<file path="src/rtl/esc_mux_pkg.sv">
`default_nettype none
// +----------------------------------------------------------------------+
// | esc_mux_pkg                                                          |
// | Shared types and constants for the DSHOT / ESC-passthrough pad       |
// | sequencer.                                                           |
// | Revision: 1.0 - initial release                                      |
// +----------------------------------------------------------------------+
package esc_mux_pkg;

  // Status readback encodings are visible to software, so they are pinned.
  typedef enum logic [2:0] {
    ST_DSHOT     = 3'd0,
    ST_DRAIN     = 3'd1,
    ST_GUARD_IN  = 3'd2,
    ST_SERIAL    = 3'd3,
    ST_GUARD_OUT = 3'd4
  } seq_state_t;

  localparam logic MUX_SEL_DSHOT  = 1'b1;
  localparam logic MUX_SEL_SERIAL = 1'b0;

  localparam int TIMER_W = 16;

endpackage
`default_nettype wire

</file>
<file path="src/rtl/esc_seq_timer.sv">
`default_nettype none
// +----------------------------------------------------------------------+
// | esc_seq_timer                                                        |
// | Loadable down-counter with a terminal flag. Shared by the drain      |
// | timeout and the pad guard windows, which never overlap.              |
// | Revision: 1.0 - initial release                                      |
// +----------------------------------------------------------------------+
module esc_seq_timer
  import esc_mux_pkg::*;
(
  input  logic               clk,
  input  logic               rst_n,
  input  logic               load,
  input  logic [TIMER_W-1:0] load_val,
  input  logic               en,
  output logic               done
);

  logic [TIMER_W-1:0] count;

  // Load wins over counting; the counter parks at zero.
  always_ff @(posedge clk or negedge rst_n) begin
    if (!rst_n) begin
      count <= '0;
    end else if (load) begin
      count <= load_val;
    end else if (en && (count != '0)) begin
      count <= count - 1'b1;
    end
  end

  assign done = (count == '0);

endmodule
`default_nettype wire

</file>
<file path="src/rtl/esc_passthrough_sequencer.sv">
`default_nettype none
// +----------------------------------------------------------------------+
// | esc_passthrough_sequencer                                            |
// | Moves the shared motor pads between DSHOT and ESC serial passthrough |
// | with frame drain, tristate guard windows and an idle watchdog.       |
// | Revision: 1.0 - initial release                                      |
// +----------------------------------------------------------------------+
module esc_passthrough_sequencer
  import esc_mux_pkg::*;
#(
  parameter int unsigned CLK_FREQ_HZ    = 72_000_000,
  parameter int unsigned GUARD_CYCLES   = 72,
  parameter int unsigned DRAIN_MAX      = 7200,
  parameter int unsigned IDLE_TIMEOUT_S = 5
) (
  input  logic       wb_clk_i,
  input  logic       wb_rst_ni,
  input  logic       cpu_req_i,
  input  logic       auto_req_i,
  input  logic [1:0] cfg_ch_i,
  input  logic       activity_i,
  input  logic       dshot_busy_i,
  output logic       dshot_hold_o,
  output logic       mux_sel_o,
  output logic [1:0] mux_ch_o,
  output logic       pad_tristate_o,
  output logic       serial_en_o,
  output logic       timeout_o,
  output logic [2:0] state_o
);

  localparam logic [31:0]        IDLE_LIMIT = CLK_FREQ_HZ * IDLE_TIMEOUT_S;
  // A window of N cycles needs N-1 loaded: the terminal check uses the
  // cycle after the load.
  localparam logic [TIMER_W-1:0] GUARD_LOAD = TIMER_W'(GUARD_CYCLES - 1);
  localparam logic [TIMER_W-1:0] DRAIN_LOAD = TIMER_W'(DRAIN_MAX - 1);

  seq_state_t         state;
  logic               auto_active;
  logic               lockout;
  logic [31:0]        watchdog;
  logic               req;
  logic               kick;
  logic               expire;
  logic               tmr_load;
  logic [TIMER_W-1:0] tmr_val;
  logic               tmr_en;
  logic               tmr_done;

  assign req    = (cpu_req_i & ~lockout) | auto_req_i | auto_active;
  assign kick   = activity_i | auto_req_i;
  // Activity in the expiry cycle rescues the session.
  assign expire = (watchdog == IDLE_LIMIT) && !kick;

  esc_seq_timer u_timer (
    .clk      (wb_clk_i),
    .rst_n    (wb_rst_ni),
    .load     (tmr_load),
    .load_val (tmr_val),
    .en       (tmr_en),
    .done     (tmr_done)
  );

  // Timer control: reload on every transition into a timed state.
  always_comb begin
    tmr_load = 1'b0;
    tmr_val  = GUARD_LOAD;
    tmr_en   = 1'b0;
    case (state)
      ST_DSHOT: begin
        if (req) begin
          tmr_load = 1'b1;
          tmr_val  = DRAIN_LOAD;
        end
      end
      ST_DRAIN: begin
        if (!req || !dshot_busy_i || tmr_done) tmr_load = 1'b1;
        else                                   tmr_en   = 1'b1;
      end
      ST_GUARD_IN, ST_GUARD_OUT: tmr_en = 1'b1;
      ST_SERIAL: begin
        if (expire || !req || (cfg_ch_i != mux_ch_o)) tmr_load = 1'b1;
      end
      default: tmr_load = 1'b1;
    endcase
  end

  // Sequencer FSM with registered pad controls.
  always_ff @(posedge wb_clk_i or negedge wb_rst_ni) begin
    if (!wb_rst_ni) begin
      state          <= ST_DSHOT;
      mux_sel_o      <= MUX_SEL_DSHOT;
      mux_ch_o       <= 2'd0;
      dshot_hold_o   <= 1'b0;
      pad_tristate_o <= 1'b0;
      serial_en_o    <= 1'b0;
      timeout_o      <= 1'b0;
      auto_active    <= 1'b0;
      lockout        <= 1'b0;
      watchdog       <= 32'd0;
    end else begin
      timeout_o <= 1'b0;
      if (!cpu_req_i) lockout <= 1'b0;
      case (state)
        ST_DSHOT: begin
          if (req) begin
            mux_ch_o     <= cfg_ch_i;
            dshot_hold_o <= 1'b1;
            if (auto_req_i) auto_active <= 1'b1;
            state        <= ST_DRAIN;
          end
        end
        ST_DRAIN: begin
          if (!req) begin
            // Abort before the pads were ever handed over.
            pad_tristate_o <= 1'b1;
            state          <= ST_GUARD_OUT;
          end else if (!dshot_busy_i || tmr_done) begin
            mux_sel_o      <= MUX_SEL_SERIAL;
            pad_tristate_o <= 1'b1;
            state          <= ST_GUARD_IN;
          end
        end
        ST_GUARD_IN: begin
          if (tmr_done) begin
            pad_tristate_o <= 1'b0;
            serial_en_o    <= 1'b1;
            watchdog       <= 32'd0;
            state          <= ST_SERIAL;
          end
        end
        ST_SERIAL: begin
          if (expire || !req) begin
            if (expire) begin
              timeout_o   <= 1'b1;
              auto_active <= 1'b0;
              // A held CPU request must be released before it counts again.
              lockout     <= cpu_req_i;
            end
            serial_en_o    <= 1'b0;
            pad_tristate_o <= 1'b1;
            mux_sel_o      <= MUX_SEL_DSHOT;
            state          <= ST_GUARD_OUT;
          end else if (cfg_ch_i != mux_ch_o) begin
            serial_en_o    <= 1'b0;
            pad_tristate_o <= 1'b1;
            mux_ch_o       <= cfg_ch_i;
            state          <= ST_GUARD_IN;
          end else if (kick) begin
            watchdog <= 32'd0;
          end else begin
            watchdog <= watchdog + 32'd1;
          end
        end
        ST_GUARD_OUT: begin
          if (tmr_done) begin
            pad_tristate_o <= 1'b0;
            dshot_hold_o   <= 1'b0;
            state          <= ST_DSHOT;
          end
        end
        default: begin
          serial_en_o    <= 1'b0;
          pad_tristate_o <= 1'b1;
          mux_sel_o      <= MUX_SEL_DSHOT;
          dshot_hold_o   <= 1'b1;
          state          <= ST_GUARD_OUT;
        end
      endcase
    end
  end

  assign state_o = state;

endmodule
`default_nettype wire
</file>
<file path="config.mk">
export PLATFORM = sky130hd
export DESIGN_NAME = esc_passthrough_sequencer
export DESIGN_NICKNAME = d
export VERILOG_FILES = /design/src/rtl/esc_mux_pkg.sv /design/src/rtl/esc_seq_timer.sv /design/src/rtl/esc_passthrough_sequencer.sv
export SDC_FILE = /design/constraint.sdc
export NUM_CORES = 1
export LEC_CHECK = 0
export BUFFER_PORTS_ARGS = -buffer_cell sky130_fd_sc_hd__buf_4
export CAP_MARGIN = 10
export CELL_PAD_IN_SITES_DETAIL_PLACEMENT = 2
export CELL_PAD_IN_SITES_GLOBAL_PLACEMENT = 2
export CORE_MARGIN = 10
export CORE_UTILIZATION = 35
export CTS_CLUSTER_SIZE = 24
export DETAILED_ROUTE_END_ITERATION = 8
export PLACE_DENSITY = 0.76
export SYNTH_ARGS = -nofsm -noshare
export SYNTH_HDL_FRONTEND = slang
export SYNTH_SLANG_ARGS = --single-unit
</file>
<file path="constraint.sdc">
create_clock -name wb_clk_i -period 2.2 [get_ports wb_clk_i]
set_clock_uncertainty 0.1 [all_clocks]
set_input_delay 0.33 -clock wb_clk_i [delete_from_list [all_inputs] [get_ports wb_clk_i]]
set_output_delay 0.33 -clock wb_clk_i [all_outputs]
set_load 0.02 [all_outputs]
</file>
==> flow_summary_export.csv <==
group,metric,value,unit
power_and_ir_drop,internal-power,3.51,mW
worst_setup_path,arrival,2970,ps
yosys,async_flop_share,100,%
sta,layout_setup_ws,-609,ps
clocking,cts_tree,"built",
worst_setup_path,rr_worst_depth,8,
yosys,muxShareOfSynthArea,0.875,%
hold_path,hold_path_end,"mux_ch_o[1]",
global_routing,grtUsageTotal,23.8,%
worst_setup_path,r2r_slack,-610,ps
hold_path,min_path_cells,2,
clocking,clock_path_buffers,2,
yosys,ys_seq_area_share,38.9,%
yosys,netlist_area,3860,um^2
placement,place_area,5070,um^2
clocking,root_buffer,"clkbuf_8",
power_and_ir_drop,p_switching,2.95,mW
placement,port_buffers,17,
die,start_util,35.6,%
sta,drv_slew,0,
worst_setup_path,cp_max_fo,20,
yosys,synthFlopType,"dfrtp_1",
global_routing,grt-ovfl-total,0,
drt,drtIter0Drc,468,
yosys,synthAdderAreaFrac,1.30,%
die,die_h,125,um
yosys,synth_top_family_by_area,"compound AO/OA/AOI/OAI gates",
yosys,yosys.area_share.simple,24.8,%
hold_path,hold_class,"primary input to flop",
worst_setup_path,max_stage_delay,560,ps
yosys,syn_nets,437,
drt,postRouteAntennaNets,0,
run_status,status,"complete, but fails checks",
die,die_w,125,um
clocking,path_clk_slew,100,ps
power_and_ir_drop,ir_worst_vdd,0.478,mV
final_layout,diodes,0,
final_layout,fillers,1087,
run_status,violations,"negative setup slack",
hold_path,min_from,"cfg_ch_i[1]",
die,ios,18,
global_routing,grt_start_max_net_pins,36,
sta,max-slew-margin-rel,57.4,%
worst_setup_path,r2r_start,"watchdog[11]",
drt,first_pass_iters,5,
power_and_ir_drop,seq_power_share,23.2,%
worst_setup_path,r2r_end,"watchdog[14]",
sta,finalHoldWorstSlack,98.0,ps
sta,fmax,356,MHz
power_and_ir_drop,p_per_area,1080,nW/um^2
placement,gp_congestion,0.846,
yosys,yosysWarnings,0,
worst_setup_path,crit_required,2360,ps
sta,hold_violations,0,
sta,setup_violations,59,
sta,rsz0062_at_grt,"yes",
power_and_ir_drop,clkPwrFrac,15.8,%
final_layout,nNetsFinal,609,
sta,timing.final.crit_share,128,%
power_and_ir_drop,p_sw_share,45.6,%
drt,wl_per_cell,33.0,um
clocking,cts_buffers,9,
final_layout,seq_area,1510,um^2
yosys,synth_xor_area_share,1.13,%
final_layout,drive_gt1_share,45.7,%
die,coreArea,10800,um^2
drt,route.detailed.drc,0,
global_routing,grt_pass1_wl,29800,um
die,fp-row-count,38,
power_and_ir_drop,power.share.combinational,61.0,%
placement,hpwl,12000,um
yosys,synth_compound_gate_area_share,26.9,%
worst_setup_path,crit_slowest_cell,"or4_4",
drt,viasPerCell,6.70,
sta,tightestPinTransition,633,ps
yosys,ys_seq_elements,60,
yosys,ys_types,71,
worst_setup_path,crit_chain,"nor4bb_2 > buf_4 > nand4_1 > or4_4 > clkinv_4 > buf_6 > nor3_1 > o22ai_1",
drt,drt_wl_total,24500,um
worst_setup_path,start_kind,"flop",
yosys,postSynthCellCount,425,
final_layout,postLayoutCellArea,6010,um^2
worst_setup_path,crit_type,"flop to flop",
final_layout,multiInputGateArea,2560,um^2
clocking,cts_sinks,60,
clocking,htree_levels,3,
yosys,synth.avg_cell_area,9.08,um^2
clocking,clkLatencyLatePin,400,ps
sta,period_needed,2810,ps
final_layout,areaGrowthSynthToFinish,55.7,%
run,maxCapViolCount,0,
drt,via_count,4972,
die,die_area,15600,um^2
worst_setup_path,endpoint_kind,"flop",
power_and_ir_drop,p_leak,2.57,nW
yosys,synth_enable_flop_cells,0,
global_routing,antenna_found_initial,1,
global_routing,grt_pass1_vias,5015,
-- synth_stat cells, drive strengths merged, types with 3 or more instances --
library cell,number,area share (%)
or3,5,0.81
o211ai,7,1.5
dfrtp,59,38
a211o,5,1.1
clkbuf,12,1.2
ha,4,1.3
o21a,4,0.78
o311a,3,0.78
nand4,12,1.9
nor3,16,2.5
and2,7,1.1
nand2,30,3.0
mux2,3,0.88
a22o,7,1.6
or2,3,0.49
a21o,4,0.78
inv,15,1.5
a21oi,20,2.6
o21ai,17,2.3
and4,5,1.1
nor4,12,2.3
nor4bb,4,1.0
nor3b,4,0.78
a31oi,6,0.97
o31ai,33,6.4
xnor2,5,1.1
nand3,20,2.6
buf,16,3.2
nor2,24,2.3
o41ai,11,2.5
or4,7,1.5
a211oi,5,0.97
and3,8,1.3
-- cell families after synthesis --
logic type / count (synthesis)
AO/OA/AOI/OAI: 142
adder cells (fa/ha/maj): 4
flip-flops: 60
AND/OR/NAND/NOR: 167
multiplexers: 3
buffers and inverters: 44
XOR/XNOR: 5
-- final cells by class --
type | count | area share, %
tap | 140 | 2.92
sequential | 60 | 25.1
multi-input combinational | 321 | 42.6
clock buffer | 14 | 2.54
clock inverter | 2 | 0.167
inverter | 16 | 1.08
timing repair buffer | 189 | 25.6
-- power by group through the flow --
stage	sequential (mW)	combinational, mW	clock (mW)
final	1.50	3.94	1.02
after global routing	1.50	4.09	1.05
after CTS	1.47	2.87	0.937
after detailed placement	1.47	2.67	0
after global placement	1.45	2.47	0
after floorplan	1.53	1.28	0
-- layer usage --
layer	global-route usage, %	part of all wire, %	vias up
met2	43.0	50	264
met5	0	0.053	-
met3	5.07	5.9	111
li1	-	-	2012
met1	26.2	38	2583
met4	10.6	5.5	2
-- through the flow --
stage / power [mW] / utilization, % / instances / TNS, ps / setup slack (ps)
after floorplan: 2.81 / - / 425 / -5820 / -194
after global placement: 3.92 / 46.7 / 687 / -9800 / -252
after detailed placement: 4.15 / 46.7 / 687 / -13690 / -361
after CTS: 5.27 / 50.6 / 715 / -6280 / -199
after global routing: 6.64 / 55.4 / 742 / -23460 / -620
final: 6.46 / 55.4 / 742 / -20540 / -609
-- cells in the final DEF (no fill, tap or decap), drive strengths merged, types with 5 or more instances in the layout --
cell type | synthesis | final
buf | 16 | 188
dfrtp | 59 | 59
o31ai | 33 | 33
nand2 | 30 | 30
nor2 | 24 | 24
nand3 | 20 | 20
a21oi | 20 | 20
o21ai | 17 | 17
nor3 | 16 | 16
inv | 15 | 15
clkbuf | 12 | 14
nand4 | 12 | 12
nor4 | 12 | 12
o41ai | 11 | 11
and3 | 8 | 8
and2 | 7 | 7
a22o | 7 | 7
o211ai | 7 | 7
or4 | 7 | 7
a31oi | 6 | 6
a211o | 5 | 5
a211oi | 5 | 5
and4 | 5 | 5
or3 | 5 | 5
xnor2 | 5 | 5
-- state kept, by name, indices dropped and copies added, names as in the netlist --
register        flops
watchdog           32
u_timer.count      16
state_o             3
mux_ch_o            2
auto_active         1
dshot_hold_o        1
lockout             1
mux_sel_o           1
pad_tristate_o      1
serial_en_o         1
timeout_o           1
-- worst max path at each step --
stage	from	endpoint	slack, ps	depth (start not counted)
floorplan	auto_req_i	mux_ch_o[0]	-190	9
global placement	u_timer.count[0]	u_timer.count[11]	-250	10
detailed placement	u_timer.count[0]	u_timer.count[11]	-360	10
CTS	watchdog[10]	u_timer.count[6]	-200	8
global route	watchdog[11]	watchdog[14]	-620	8
finish	watchdog[11]	watchdog[14]	-610	8
-- critical path, delay by kind of cell, from the launching register on --
kind | cells | cell delay [ps]
and+or+nand+nor | 4 | 1300
buffers and inverters | 3 | 520
DFF | 1 | 450
AOI/OAI and AO/OA | 1 | 300
-- what timing repair did --
item / in CTS / in global routing
gates resized for setup: 34 / 58
endpoints found under the setup margin: 58 / 56
hold endpoints to repair: 33 / 0
pin swaps: 14 / 25
buffers inserted: 11 / 29
hold buffers: 1 / 0
Power figures use the tool's default switching activity.
